[config.mk]
export PLATFORM = sky130hd
export DESIGN_NAME = io_out_port_hub
export DESIGN_NICKNAME = d
export VERILOG_FILES = /design/src/rtl/io_out_port_hub.sv
export SDC_FILE = /design/constraint.sdc
export NUM_CORES = 1
export LEC_CHECK = 0
export CORE_MARGIN = 8
export CORE_UTILIZATION = 41
export CTS_CLUSTER_SIZE = 20
export DETAILED_ROUTE_END_ITERATION = 16
export GPL_TIMING_DRIVEN = 0
export PLACE_DENSITY = 0.66
export SKIP_LAST_GASP = 1
export SLEW_MARGIN = 20
export SYNTH_ARGS = -nofsm -noshare
export SYNTH_HDL_FRONTEND = slang
export SYNTH_SLANG_ARGS = --single-unit
[constraint.sdc]
create_clock -name clock -period 2.8 [get_ports clock]
set_input_delay 0.7 -clock clock [delete_from_list [all_inputs] [get_ports clock]]
set_output_delay 0.7 -clock clock [all_outputs]
set_load 0.02 [all_outputs]
[src/rtl/io_out_port_hub.sv]
// Output-port endpoint: four registered ports loaded by CPU write strobes, plus a
// show-ahead event FIFO (one entry per write event) drained over valid/ready.
module io_out_port_hub #(
  parameter int DW    = 8,
  parameter int DEPTH = 4
) (
  input  logic                   clock,
  input  logic                   reset,
  input  logic                   rwe1,
  input  logic                   rwe2,
  input  logic                   rwe3,
  input  logic                   rwe4,
  input  logic [DW-1:0]          wdata,
  input  logic                   clr_ovf,
  output logic [DW-1:0]          port0,
  output logic [DW-1:0]          port1,
  output logic [DW-1:0]          port2,
  output logic [DW-1:0]          port3,
  output logic                   out_valid,
  output logic [1:0]             out_id,
  output logic                   out_bcast,
  output logic [DW-1:0]          out_data,
  input  logic                   out_ready,
  output logic                   full,
  output logic [$clog2(DEPTH):0] count,
  output logic                   overflow
);

  localparam int AW = $clog2(DEPTH);
  localparam int CW = AW + 1;
  localparam int EW = DW + 3;

  logic [3:0]    w_strobes;
  logic          w_any;
  logic          w_multi;
  logic [1:0]    w_id;
  logic [EW-1:0] w_entry;
  logic          w_pop;
  logic          w_push;
  logic          w_drop;
  logic [CW-1:0] w_count_nxt;

  logic [EW-1:0] r_mem [DEPTH];
  logic [AW-1:0] r_wr_ptr;
  logic [AW-1:0] r_rd_ptr;
  logic [CW-1:0] r_count;
  logic          r_valid;
  logic          r_full;
  logic          r_overflow;
  logic [EW-1:0] r_head;
  logic [DW-1:0] r_port0;
  logic [DW-1:0] r_port1;
  logic [DW-1:0] r_port2;
  logic [DW-1:0] r_port3;

  assign w_strobes = {rwe4, rwe3, rwe2, rwe1};
  assign w_any     = |w_strobes;
  assign w_multi   = (w_strobes & (w_strobes - 4'd1)) != 4'd0;

  // Multi-strobe writes (e.g. PRINT) report the lowest asserted port index.
  always_comb begin
    w_id = 2'd3;
    if (rwe1)      w_id = 2'd0;
    else if (rwe2) w_id = 2'd1;
    else if (rwe3) w_id = 2'd2;
  end

  assign w_entry     = {w_multi, w_id, wdata};
  assign w_pop       = r_valid && out_ready;
  assign w_push      = w_any && (!r_full || w_pop);
  assign w_drop      = w_any && r_full && !w_pop;
  assign w_count_nxt = r_count + CW'(w_push) - CW'(w_pop);

  always_ff @(posedge clock) begin
    if (reset) begin
      r_port0 <= '0;
      r_port1 <= '0;
      r_port2 <= '0;
      r_port3 <= '0;
    end else begin
      if (rwe1) r_port0 <= wdata;
      if (rwe2) r_port1 <= wdata;
      if (rwe3) r_port2 <= wdata;
      if (rwe4) r_port3 <= wdata;
    end
  end

  always_ff @(posedge clock) begin
    if (w_push && !reset) r_mem[r_wr_ptr] <= w_entry;
  end

  // Head is a separate register so its fields hold their last value once empty.
  always_ff @(posedge clock) begin
    if (reset) begin
      r_wr_ptr   <= '0;
      r_rd_ptr   <= '0;
      r_count    <= '0;
      r_valid    <= 1'b0;
      r_full     <= 1'b0;
      r_overflow <= 1'b0;
      r_head     <= '0;
    end else begin
      if (w_push) r_wr_ptr <= r_wr_ptr + AW'(1);
      if (w_pop)  r_rd_ptr <= r_rd_ptr + AW'(1);
      r_count <= w_count_nxt;
      r_valid <= w_count_nxt != '0;
      r_full  <= w_count_nxt == CW'(DEPTH);
      if (w_drop)       r_overflow <= 1'b1;
      else if (clr_ovf) r_overflow <= 1'b0;
      if (w_pop && r_count > CW'(1))
        r_head <= r_mem[r_rd_ptr + AW'(1)];
      else if (w_push && (r_count == '0 || (w_pop && r_count == CW'(1))))
        r_head <= w_entry;
    end
  end

  assign port0     = r_port0;
  assign port1     = r_port1;
  assign port2     = r_port2;
  assign port3     = r_port3;
  assign out_valid = r_valid;
  assign out_bcast = r_head[EW-1];
  assign out_id    = r_head[DW+1:DW];
  assign out_data  = r_head[DW-1:0];
  assign full      = r_full;
  assign count     = r_count;
  assign overflow  = r_overflow;

endmodule

# [Yosys cells after proc, flatten, opt, wreduce, memory -nomap -nowiden]
# Memory sizes are Yosys's and may differ from the RTL's.
# Index checks and enable logic that the tools add are counted.
[totals] ff_bits=53 ramBits=44 wordCells=49 memories=1
[memory_table] name="r_mem" words=4 width=11 read_ports=1 rd_ports_with_merged_regs=0 write_ports=1 line="43" rtl="logic [EW-1:0] r_mem [DEPTH];"
[op_classes] addsub=5 order_cmp=1 n_eq_ne=2 muxes=9 bitwise_logic=1 n_reduce_logical=19
[ops] op="two-way mux 11 bit" n=2
[ops] op="logical AND 1 bit" n=8
[ops] op="two-way mux 1 bit" n=5
[ops] op="adder 2 x 1 -> 2 bit, second input constant" n=2
[ops] op="AND 4 bit" n=1
[ops] op="two-way mux 2 bit" n=2
[ops] op="nonzero test 2 bit" n=2
[ops] op="nonzero test 4 bit" n=1
[ops] op="OR reduction 4 bit" n=1
[ops] op="subtractor 4 x 1 -> 4 bit, second input constant" n=1
[ops] op="adder 3 x 1 -> 3 bit" n=1
[ops] op="== test 3 x 1 -> 1 bit, second input constant" n=1
[ops] op="== test 3 bit, second input constant" n=1
[ops] op="> comparator 3 x 1 -> 1 bit, second input constant" n=1
[ops] op="zero test 1 bit" n=3
[ops] op="zero test 3 bit" n=1
[ops] op="nonzero test 3 bit" n=1
[ops] op="subtractor 3 x 1 -> 3 bit" n=1
[ops] op="logical OR 1 bit" n=2

# [Depth between registers and ports, before layout]
[logic_depth] ltp_word=6 depth_mapped=10

# [Worst setup path before layout]
# Ideal clock, no wire load.
[synth_path] path_kind="input port to flip-flop" from="input port out_ready" to="register r_valid (netlist: out_valid)" arrival_ns=2.280 slack_ns=0.388 stages=10 path_buffers=0 cell_sequence="nand2_1 > a21oi_1 > inv_2 > ha_1 > inv_1 > ha_1 > fa_1 > xnor2_1 > nand2b_1 > o21ai_0"
[synth_between] elab_chain_cells=6
[synth_lines] element="start: declaration" line="23" rtl="input logic out_ready,"
[synth_lines] element="logical AND 1 bit *" line="69" rtl="assign w_pop = r_valid && out_ready;"
[synth_lines] element="logical OR 1 bit" line="70" rtl="assign w_push = w_any && (!r_full || w_pop);"
[synth_lines] element="logical AND 1 bit" line="70"
[synth_lines] element="adder 3 x 1 -> 3 bit" line="72" rtl="assign w_count_nxt = r_count + CW'(w_push) - CW'(w_pop);"
[synth_lines] element="subtractor 3 x 1 -> 3 bit *" line="72"
[synth_lines] element="nonzero test 3 bit *" line="106" rtl="r_valid <= w_count_nxt != '0;"
[synth_lines] element="end signal: assignment" line="98" rtl="r_valid <= 1'b0;"
[synth_lines] element="end signal: assignment" line="106"
[synth_lines] element="end: declaration" line="47" rtl="logic r_valid;"
# Every way passes the cells marked *; elsewhere a longest branch is shown, timed or not.
# A chain may end at the register's enable or synchronous reset.

# [Final worst setup path]
[layout_path] from="input port out_ready" to="register r_full (netlist: full)"
[layout_between] elab_chain_cells=6
[layout_lines] element="logical AND 1 bit *" line="69"
[layout_lines] element="logical OR 1 bit" line="70"
[layout_lines] element="logical AND 1 bit" line="70"
[layout_lines] element="adder 3 x 1 -> 3 bit" line="72"
[layout_lines] element="subtractor 3 x 1 -> 3 bit *" line="72"
[layout_lines] element="== test 3 bit *" line="107" rtl="r_full <= w_count_nxt == CW'(DEPTH);"
[layout_lines] element="end signal: assignment" line="107"
[layout_lines] element="end: declaration" line="48" rtl="logic r_full;"
# Marked as above.

==> impl_metrics.toml <==
[cts]
root_buffer = "clkbuf_8"
post_cts_buffers = 0
htreeDepth = 3
clock_path_buffers = 2
cts_tree = "done"
numCtsBuffers = 9
clk_latency_ps = 360
cts.sinks = 97
path_clk_slew_ps = 90

[critical_path]
crit_fanout = 5
cp-start-kind = "input port"
crit_path_start = "out_ready"
rr_worst_depth = 10
r2r_end = "full"
endpoint = "full"
crit_path_end_kind = "flip-flop"
critical_path_arrival_ps = 2910
reg2reg_slack_ps = 610
crit_type = "in2reg"
reg2reg_from = "out_valid"
required_ps = 3080

[synthesis]
yosys.area_share.simple_pct = 7.73
syn_nets = 303
synth_top_family_by_area = "multiplexers"
synth_fa_ha_area_share_pct = 3.18
synth_compound_area_share_pct = 3.85
synthXorXnorAreaFrac_pct = 0.928
syn-cell-area_sq_um = 3770
synth-edff-count = 44
avgSynthCellArea_sq_um = 13.6
async_flop_share_pct = 0
ys_seq_area_share_pct = 63.1
ys_ff_latch = 97
ys.flop_type = "dfxtp_1"
yosys-mux-area-fraction_pct = 18.0
ys_warn_count = 0
syn_inst = 278
synth_cell_type_count = 31

[placement]
place_congestion = 0.772
dpl.hpwl_um = 5690
postPlaceCellArea_sq_um = 4540
io_buffers = 63

[finish]
final_nets = 377
multi_input_area_sq_um = 1290
layout-drive-gt1-share_pct = 10.6
syn_to_final_growth_pct = 25.7
seqCellArea_sq_um = 2380
antenna_cells = 0
fin_area_sq_um = 4740
nFillCells = 764

[timing]
period_needed_ps = 2630
skew_ps = 6.62
rsz0062_at_grt = "false"
maxSlewHeadroom_pct = 49.0
fin_crit_sh_pct = 93.9
max_freq_mhz = 381
tightestPinTransition_ps = 765
setup_viol = 0
setup_tns_ps = 0
final-hold-violation-count = 0
drv_slew = 0

[power_and_ir_drop]
p_leak_uw = 0.00180
p_clk_share_pct = 20.5
p_per_area_nw_per_um2 = 881
p_int_uw = 2780
vdd_ir_drop_max_mv = 0.324
comb_power_share_pct = 33.9
seqPwrFrac_pct = 45.6
power_switching_uw = 1400
switching_share_pct = 33.5

[drt]
drt_wl_total_um = 8280
drt_iter0_markers = 104
drt-wirelength-per-cell_um = 17.7
drc = 0
drtPass1Iterations = 6
vias = 2334
viasPerCell = 4.99
drtAntennaViolNets = 0

[global_routing]
grt_max_degree = 19
gr-total-overflow = 0
antenna_found_initial = 0
grt_pass1_wl_um = 13200
grt_use_total_pct = 13.6
grt_pass1_vias = 2488

[run]
drv_cap = 0

[run_status]
status = "completed"

[floorplanning]
die_h_um = 112
fp.dieW_um = 112
rows = 35
io_pins = 65
core_area_sq_um = 9060
die-area_sq_um = 12500
start_util_pct = 41.6

[worst_hold_path]
hold_depth = 2
min_path_type = "reg2reg"
cell type report:
class,count,share of cell area [%]
Buffer,15,1.69
Clock buffer,9,2.61
Clock inverter,7,1.27
Inverter,11,0.870
Multi-Input combinational cell,155,27.1
Sequential cell,97,50.2
Tap cell,111,2.93
Timing Repair Buffer,63,13.3
logic make-up after synthesis:
kind of cell	after synthesis
compound gates	20
xor+xnor	4
fa+ha+maj	9
buf+inv	26
flops	97
mux	54
simple gates	68
placed cells by master (no fill, tap or decap), types with 2 or more instances in the layout:
cell type        count
buf_1                2
nor2b_1              2
mux4_2              11
inv_1                9
and2_1               4
mux2i_1             43
inv_2                2
clkdlybuf4s50_1     63
a21oi_1              2
xor2_1               2
clkbuf_1             8
buf_2                3
clkbuf_8             9
nor2_1              52
a211oi_1            13
edfxtp_1            44
ha_1                 8
xnor2_1              2
nand2_1              4
inv_6                4
dfxtp_1             53
worst min-delay path by stage:
| stage | slack (ps) | endpoint | from |
|---|---|---|---|
| floorplan | 470 | r_wr_ptr[1] | r_wr_ptr[1] |
| global placement | 470 | port3[1] | port3[1] |
| detailed placement | 480 | port2[4] | port2[4] |
| CTS | 510 | r_wr_ptr[1] | r_wr_ptr[1] |
| global route | 540 | r_wr_ptr[1] | r_wr_ptr[1] |
| finish | 510 | port2[7] | port2[7] |
registers in the layout, summed over array words and instances (netlist names):
register   flops
r_mem         44
port1          8
out_valid      1
port0          8
overflow       1
full           1
r_wr_ptr       2
r_head        11
r_rd_ptr       2
port2          8
count          3
port3          8
synthesized netlist by cell type (2+ instances only):
cell | instances | area (sq um)
mux2i_1 | 43 | 430
nor2_1 | 52 | 195
and2_1 | 4 | 25.0
xor2_1 | 2 | 17.5
nand2_1 | 4 | 15.0
inv_2 | 2 | 7.51
clkbuf_1 | 8 | 30.0
xnor2_1 | 2 | 17.5
buf_2 | 3 | 15.0
a211oi_1 | 13 | 97.6
mux4_2 | 11 | 248
ha_1 | 8 | 100
buf_1 | 2 | 7.51
nor2b_1 | 2 | 12.5
edfxtp_1 | 44 | 1320
inv_1 | 9 | 33.8
dfxtp_1 | 53 | 1060
a21oi_1 | 3 | 15.0
worst max-delay path: stages:
cell and delay, ps:
clkdlybuf4s50_1 500, nand2_1 170, a21oi_4 210, inv_2 60, ha_1 270, inv_1 40
ha_1 180, fa_1 370, xnor2_1 160, nand2b_1 100, nor3_1 140
timing repair:
action / CTS / global route
setup endpoints to repair: 0 / 3
hold buffers: 0 / 0
resized for setup: 0 / 3
power groups by stage:
| stage | logic, uW | clock network, uW | registers, uW |
|---|---|---|---|
| floorplan | 759 | 0 | 2070 |
| global placement | 1410 | 0 | 1930 |
| detailed placement | 1430 | 0 | 1940 |
| CTS | 1430 | 875 | 1910 |
| global route | 1540 | 932 | 1940 |
| finish | 1420 | 857 | 1910 |
routing by layer:
| metal | vias to the layer above | GRT usage [%] | share of wire [%] |
|---|---|---|---|
| met3 | 8 | 5.30 | 6.2 |
| met4 | 0 | 4.05 | 0.92 |
| met1 | 1143 | 16.3 | 45 |
| met2 | 47 | 22.0 | 48 |
| li1 | 1136 | - | - |
| met5 | - | 0 | 0 |
metrics by stage:
stage / util (%) / hold slack (ps) / worst slack, ps / power [uW] / instances
after floorplan: - / 469 / 388 / 2830 / 278
after global placement: 50.1 / 473 / -322 / 3330 / 452
after detailed placement: 50.1 / 483 / -343 / 3360 / 452
after CTS: 52.1 / 509 / 16.1 / 4210 / 468
after global routing: 52.3 / 536 / 9.11 / 4410 / 468
final: 52.3 / 506 / 172 / 4180 / 468
Power figures use the tool's default switching activity.
